## src/rtl/spi_frame_scheduler.sv

```systemverilog
// Per-sample SPI frame sequencer: each adc_clock rising edge runs ADC read,
// DAC write and one round-robin trim-pot read over a single shared shifter.
module spi_frame_scheduler #(
    parameter int unsigned       DATA_W   = 16,
    parameter int unsigned       TRIM_W   = 8,
    parameter logic [DATA_W-1:0] ADC_CMD  = 16'h8000,
    parameter logic [DATA_W-1:0] TRIM_CMD = 16'hC000
) (
    input  logic              clk,
    input  logic              rst,
    input  logic              adc_clock,
    input  logic              enable,
    input  logic [DATA_W-1:0] dac,
    output logic              xfer_start,
    output logic [1:0]        xfer_dev,
    output logic [DATA_W-1:0] xfer_tx,
    input  logic              xfer_busy,
    input  logic              xfer_done,
    input  logic [DATA_W-1:0] xfer_rx,
    output logic [DATA_W-1:0] adc,
    output logic              adc_valid,
    output logic [TRIM_W-1:0] trim1,
    output logic [TRIM_W-1:0] trim2,
    output logic [TRIM_W-1:0] trim3,
    output logic [TRIM_W-1:0] trim4,
    output logic [1:0]        trim_mux,
    output logic              overrun,
    output logic [7:0]        overrun_cnt
);

    typedef enum logic [2:0] {
        IDLE,
        ADC_REQ,
        ADC_WAIT,
        DAC_REQ,
        DAC_WAIT,
        TRIM_REQ,
        TRIM_WAIT
    } state_t;

    localparam logic [1:0] DEV_ADC  = 2'd0;
    localparam logic [1:0] DEV_DAC  = 2'd1;
    localparam logic [1:0] DEV_TRIM = 2'd2;

    state_t            state;
    logic              adc_clock_q;
    logic [1:0]        ch;
    logic [DATA_W-1:0] dac_q;
    logic              frame_edge;
    logic              in_req;

    assign frame_edge = adc_clock & ~adc_clock_q;
    assign in_req     = (state == ADC_REQ) || (state == DAC_REQ) || (state == TRIM_REQ);
    // Request is held off while the shifter is still busy, so it fires exactly once.
    assign xfer_start = in_req & ~xfer_busy;

    always_ff @(posedge clk or posedge rst) begin
        if (rst) begin
            state       <= IDLE;
            adc_clock_q <= 1'b1;
            ch          <= 2'd0;
            dac_q       <= '0;
            xfer_dev    <= DEV_ADC;
            xfer_tx     <= '0;
            adc         <= '0;
            adc_valid   <= 1'b0;
            trim1       <= '0;
            trim2       <= '0;
            trim3       <= '0;
            trim4       <= '0;
            trim_mux    <= 2'd0;
            overrun     <= 1'b0;
            overrun_cnt <= 8'd0;
        end else begin
            adc_clock_q <= adc_clock;
            adc_valid   <= 1'b0;

            // Edges arriving mid-frame are dropped and counted, never queued.
            if (frame_edge && (state != IDLE)) begin
                overrun <= 1'b1;
                if (overrun_cnt != 8'hFF) begin
                    overrun_cnt <= overrun_cnt + 8'd1;
                end
            end

            case (state)
                IDLE: begin
                    if (frame_edge && enable) begin
                        dac_q    <= dac;
                        trim_mux <= ch;
                        xfer_dev <= DEV_ADC;
                        xfer_tx  <= ADC_CMD;
                        state    <= ADC_REQ;
                    end
                end
                ADC_REQ: begin
                    if (!xfer_busy) state <= ADC_WAIT;
                end
                ADC_WAIT: begin
                    if (xfer_done) begin
                        adc       <= xfer_rx;
                        adc_valid <= 1'b1;
                        xfer_dev  <= DEV_DAC;
                        xfer_tx   <= dac_q;
                        state     <= DAC_REQ;
                    end
                end
                DAC_REQ: begin
                    if (!xfer_busy) state <= DAC_WAIT;
                end
                DAC_WAIT: begin
                    if (xfer_done) begin
                        xfer_dev <= DEV_TRIM;
                        xfer_tx  <= TRIM_CMD | (DATA_W'(ch) << 10);
                        state    <= TRIM_REQ;
                    end
                end
                TRIM_REQ: begin
                    if (!xfer_busy) state <= TRIM_WAIT;
                end
                TRIM_WAIT: begin
                    if (xfer_done) begin
                        case (ch)
                            2'd0:    trim1 <= xfer_rx[DATA_W-1 -: TRIM_W];
                            2'd1:    trim2 <= xfer_rx[DATA_W-1 -: TRIM_W];
                            2'd2:    trim3 <= xfer_rx[DATA_W-1 -: TRIM_W];
                            default: trim4 <= xfer_rx[DATA_W-1 -: TRIM_W];
                        endcase
                        ch    <= ch + 2'd1;
                        state <= IDLE;
                    end
                end
                default: state <= IDLE;
            endcase
        end
    end

endmodule
```

## config.mk

```make
export PLATFORM = sky130hd
export DESIGN_NAME = spi_frame_scheduler
export DESIGN_NICKNAME = d
export VERILOG_FILES = /design/src/rtl/spi_frame_scheduler.sv
export SDC_FILE = /design/constraint.sdc
export NUM_CORES = 1
export LEC_CHECK = 0
export CELL_PAD_IN_SITES_DETAIL_PLACEMENT = 1
export CELL_PAD_IN_SITES_GLOBAL_PLACEMENT = 1
export CORE_MARGIN = 4
export CORE_UTILIZATION = 35
export CTS_CLUSTER_SIZE = 16
export DETAILED_ROUTE_END_ITERATION = 8
export PLACE_DENSITY_LB_ADDON = 0.2
export SYNTH_ARGS = -nofsm -noshare
export SYNTH_HDL_FRONTEND = slang
export SYNTH_SLANG_ARGS = --single-unit
```

## constraint.sdc

```tcl
create_clock -name clk -period 3.7 [get_ports clk]
set_clock_uncertainty 0.1 [all_clocks]
set_input_delay 0.925 -clock clk [delete_from_list [all_inputs] [get_ports clk]]
set_output_delay 0.925 -clock clk [all_outputs]
set_load 0.05 [all_outputs]
```

==> results of run 1 <==
flip-flops by register name, indices dropped and copies added, names as in the netlist:
register     count
adc             16
dac_q           16
xfer_tx         16
overrun_cnt      8
trim1            8
trim2            8
trim3            8
trim4            8
state            3
ch               2
trim_mux         2
xfer_dev         2
adc_clock_q      1
adc_valid        1
overrun          1
per-layer routing:
metal | part of all wire, % | GRT usage (%) | vias up
li1 | - | - | 1261
met1 | 43 | 18.3 | 1393
met2 | 50 | 25.1 | 68
met3 | 4.9 | 4.32 | 11
met4 | 1.6 | 5.58 | 0
met5 | 0 | 0 | -
final timing paths:
path                       startpoint          end  slack (ns)  cells past startpoint
setup / recovery            xfer_busy   xfer_start        0.69                      4
hold / removal                overrun      overrun        0.38                      1
setup reg to reg             state[1]  xfer_tx[13]        1.53                      4
hold reg to reg               overrun      overrun        0.38                      1
max in group asynchronous         rst  adc_clock_q        1.84                      3
min in group asynchronous         rst       adc[4]        0.90                      2
per-stage QoR:
stage / hold slack (ns) / setup WS, ns
after detailed placement: 0.364 / 0.700
after global routing: 0.411 / 0.609
after CTS: 0.383 / 0.687
after global placement: 0.357 / 0.739
after floorplan: 0.351 / 0.0579
final: 0.376 / 0.690
where the power goes:
part,switching [uW],internal (uW)
clock network,400,494
logic,1730,1120
registers,331,1530
total,2460,3140
logic make-up after synthesis:
| logic type | after synthesis |
|---|---|
| muxes | 87 |
| buffers and inverters | 24 |
| adders and majority gates | 5 |
| AOI/OAI and AO/OA | 18 |
| and+or+nand+nor | 62 |
| DFF | 100 |
| xor gates and xnor gates | 4 |
layout make-up:
type	instances	area (um2)
clock buffers	13	260
clock inverters	3	21.3
fillers	1244	6090
inverters	16	62.6
multi-input cells	176	1720
flip-flops and latches	100	2500
well taps	168	210
repair buffers	118	1200
critical path: cells and delay by family:
family / cells / cell delay, ns
buffers and inverters: 2 / 0.57
AOI/OAI and AO/OA: 1 / 0.27
and+or+nand+nor: 1 / 0.22
layout by cell type (no fill, tap or decap), types with 3 or more instances in the layout:
cell type | netlist | final
a21oi_1 | 5 | 5
clkbuf_16 | 0 | 9
clkdlybuf4s50_1 | 0 | 115
dfrtp_1 | 99 | 99
ha_1 | 5 | 5
inv_1 | 16 | 15
mux2_1 | 11 | 11
mux2_2 | 31 | 31
mux2_4 | 32 | 32
mux2i_1 | 13 | 13
nand2_1 | 22 | 22
nand2_8 | 4 | 4
nand2b_1 | 5 | 5
nand3_1 | 4 | 4
nor2_1 | 10 | 10
nor2b_1 | 4 | 4
o21ai_0 | 4 | 4
xnor2_1 | 3 | 3
==> run_results.csv, run 1 <==
group,metric,value,unit
clock_network,h-tree-depth,3,
sta,final_hold_viol_count,0,
setup_path,worstSetupPathType,"in2out",
synthesis,synth_cell_types,39,
synthesis,synth_area_leaders,"dfrtp_1 57%, mux2_4 11%, mux2_2 8.0%, mux2i_1 3.0%, mux2_1 2.8%",
synthesis,synthMuxAreaShare,24.9,%
clock_network,cts_root_buf,"clkbuf_16",
detailed_routing,vias_per_cell,4.60,
die,rows,40,
placement,placed_cell_area,5690,um2
placement,io_buffers,116,
detailed_routing,wirelength,10200,um
global_routing,grt_pass1_vias,3102,
global_routing,grt_pass1_wl,16700,um
power,power_density,938,nW/um2
power,total_power,5600,uW
die,fp.dieArea,14300,um2
clock_network,cts_tree,"yes",
setup_path,slowest_stage,"clkdlybuf4s50_1",
sta,setup_viol,0,
setup_path,worstPathCellList,"clkdlybuf4s50_1, nand2b_1, a21oi_1, buf_12",
die,io_pins,117,
synthesis,synth_top_area_cell,"dfrtp_1",
detailed_routing,drc_errors,0,
synthesis,synth_common_cells,"99 x dfrtp_1, 32 x mux2_4, 31 x mux2_2, 22 x nand2_1, 16 x inv_1",
synthesis,synth_top_family_by_area,"multiplexers",
sta,slew_headroom,39.9,%
placement,hpwlAfterDp,7230,um
finish,final_util,49.5,%
setup_path,slowest_delay,0.39,ns
synthesis,yosysMostFrequentCell,"dfrtp_1",
finish,nets,464,
synthesis,syn_area,4350,um2
clock_network,post-cts-setup-buffer-count,0,
synthesis,ys_ff_latch,100,
power,p_leak,0.00272,uW
global_routing,antenna_found_initial,0,
setup_path,crit_fanout,5,
die,die_x,119,um
synthesis,yosysWarnings,0,
synthesis,async_reset_ff_share,100,%
setup_path,arrival,1.99,ns
clock_network,cts.clk_slew.worst_paths,0.07,ns
die,core_area,12100,um2
synthesis,synthesis.nets,343,
sta,min_period,3.01,ns
detailed_routing,drtIter0Drc,117,
synthesis,synth_fa_ha_area_share,1.44,%
synthesis,synth_edf_count,0,
sta,fin_crit_sh,81.4,%
clock_network,cts-resized-gates,0,
run,max_cap_violations,0,
clock_network,clk-insertion-delay-late,0.34,ns
synthesis,synth_compound_area_share,3.05,%
detailed_routing,detail_route.wl_per_cell,17.2,um
outcome,status,"finished clean",
synthesis,syn_inst,300,
detailed_routing,dr.pass1.iters,4,
sta,slew_viol_final,0,
hold_path,hp-class,"reg2reg",
clock_network,cts_made_buffers,9,
synthesis,ys.flop_type,"dfrtp_1",
detailed_routing,vias,2733,
sta,max_freq,332,MHz
synthesis,synth.avg_cell_area,14.5,um2
setup_path,worstSetupEndpointType,"output pin",
synthesis,yosys.area_share.simple,9.32,%
clock_network,cts_hold_buf,0,
detailed_routing,final_antenna_net_count,0,
clock_network,cts.sinks,100,
synthesis,ys_seq_area_share,57.6,%
synthesis,yosysTopAreaCellShare,57.0,%
power,ir_worst_vdd,0.602,mV
die,start_util,36.0,%
synthesis,synth_xor_xnor_area_share,0.806,%
clock_network,clk_path_buf_depth,2,
die,die_h,119,um
finish,drive_above_1_share,21.8,%
finish,diodes,0,
sta,worst_pin_slew,0.898,ns
finish,area_growth,37.4,%
global_routing,grt_usage,15.0,%
sta,tns,0,ns
global_routing,overflow,0,
setup_path,worstSetupStartpointType,"primary input",
setup_path,required,2.67,ns
placement,place_congestion,0.769,
finish,fin_area,5980,um2
finish,finalNonFillerCells,594,
global_routing,grt_max_degree,59,
sta,grt_setup_unrepaired,"false",
placement,dp_cells,578,
Power figures use the tool's default switching activity.
==> run 2, diff against run 1 <==
- CORE_UTILIZATION: 35 -> 39
- clock period: 3.7 -> 3.05 ns (I/O delays scaled with it)
==> run_results.csv, run 2 (synthesis gave the netlist of run 1 again) <==
group,metric,value,unit
sta,min_period,2.75,ns
placement,place_worst_setup_slack,0.295,ns
setup_path,slowest_stage,"clkdlybuf4s50_1",
clock_network,clk_path_buf_depth,2,
detailed_routing,detail_route.wl_per_cell,16.9,um
global_routing,antenna_found_initial,0,
setup_path,worstSetupEndpointType,"output pin",
global_routing,grt_pass1_vias,3023,
setup_path,crit_start,"xfer_busy",
sta,tns,0,ns
die,fp.dieArea,12900,um2
setup_path,crit_fanout,5,
die,rows,38,
finish,final_util,54.4,%
die,die_h,114,um
hold_path,hp-class,"reg2reg",
finish,final_cell_mix,"115 x clkdlybuf4s50_1, 99 x dfrtp_1, 32 x mux2_4",
setup_path,worstPathCellList,"clkdlybuf4s50_1, nand2b_1, a21oi_1, buf_12",
global_routing,grt_usage,15.8,%
die,die_x,114,um
finish,nets,469,
sta,setup_viol,0,
run,max_cap_violations,0,
power,power_density,1130,nW/um2
global_routing,overflow,0,
finish,fin_area,5930,um2
finish,drive_above_1_share,23.2,%
setup_path,slowest_delay,0.40,ns
setup_path,required,2.19,ns
clock_network,post-cts-setup-buffer-count,0,
clock_network,cts_tree,"yes",
die,start_util,39.9,%
placement,io_buffers,116,
sta,timing.hold.ws,0.378,ns
placement,hpwlAfterDp,7170,um
detailed_routing,wirelength,9660,um
clock_network,cts-resized-gates,0,
setup_path,r2r_start,"state[1]",
clock_network,clk-insertion-delay-late,0.36,ns
setup_path,cpLargestDelayFamily,"buffers and inverters",
placement,placed_cell_area,5700,um2
placement,place_congestion,0.759,
power,p_leak,0.00272,uW
clock_network,h-tree-depth,3,
sta,setup_ws,0.302,ns
global_routing,grt_max_degree,52,
power,ir_worst_vdd,0.736,mV
global_routing,grt_pass1_wl,16000,um
die,core_area,10900,um2
die,io_pins,117,
finish,area_growth,36.3,%
hold_path,hold_path_startpoint,"overrun",
clock_network,cts_root_buf,"clkbuf_8",
sta,grt_setup_unrepaired,"false",
setup_path,worstSetupStartpointType,"primary input",
finish,fillCellCount,1107,
finish,diodes,0,
detailed_routing,drc_errors,0,
sta,slew_headroom,62.1,%
setup_path,arrival,1.89,ns
detailed_routing,drtIter0Drc,67,
detailed_routing,vias,2735,
sta,final_hold_viol_count,0,
sta,slew_viol_final,0,
clock_network,cts_hold_buf,0,
outcome,status,"finished clean",
sta,worst_pin_slew,0.566,ns
clock_network,cts.sinks,100,
clock_network,cts.clk_slew.worst_paths,0.11,ns
finish,final_common_cell,"clkdlybuf4s50_1",
finish,top_regs,"adc (16), dac_q (16), xfer_tx (16)",
detailed_routing,final_antenna_net_count,0,
detailed_routing,dr.pass1.iters,4,
setup_path,worstSetupPathType,"in2out",
sta,max_freq,364,MHz
setup_path,crit_buf_inv,2,
clock_network,cts_made_buffers,9,
sta,fin_crit_sh,90.1,%
detailed_routing,vias_per_cell,4.79,
## run 2: cell count changes in the layout (fill, tap and decap cells not counted)
cell / previous run / this run
inv_8: 0 / 1
buf_4: 1 / 6
clkbuf_1: 2 / 0
clkinv_2: 1 / 0
clkbuf_16: 9 / 0
clkinv_4: 1 / 0
bufinv_16: 0 / 2
inv_4: 1 / 0
inv_6: 0 / 3
clkinvlp_4: 1 / 2
clkbuf_8: 2 / 9
## run 2: power breakdown
part	total (uW)	internal, uW	leakage (uW)	switching (uW)
clock network	974	477	0.000113	496
registers	2240	1850	0.00127	395
logic	3480	1380	0.00133	2100
total	6700	3710	0.00272	2990
## run 2: final timing paths
path	slack, ns	cells past startpoint	end
worst max-delay path	0.30	4	xfer_start
worst min-delay path	0.38	1	overrun
worst max register to register	1.07	4	overrun_cnt[1]
worst min register to register	0.38	1	overrun
max in group asynchronous	1.65	3	adc_clock_q
min in group asynchronous	0.59	2	xfer_tx[0]
## run 2: metal layers
metal | global-route usage [%] | routed length [um]
met1 | 20.3 | 4230
met4 | 4.81 | 109
met3 | 5.99 | 766
met5 | 0 | 0
met2 | 24.9 | 4550
## run 2: stage by stage
stage / total power [uW] / instances
after global placement: 5710 / 555
after CTS: 6790 / 571
after floorplan: 4640 / 300
final: 6700 / 571
after global routing: 7060 / 571
after detailed placement: 5790 / 555
## run 2: area by class of cell
class                   instances  area, um2  share of cell area, %
flip-flops and latches        100       2500                   42.2
clock buffers                   9        124                   2.09
inverters                      16       63.8                   1.08
clock inverters                 7        105                   1.77
multi-input cells             176       1720                   29.0
well taps                     140        175                   2.96
repair buffers                123       1240                   20.9
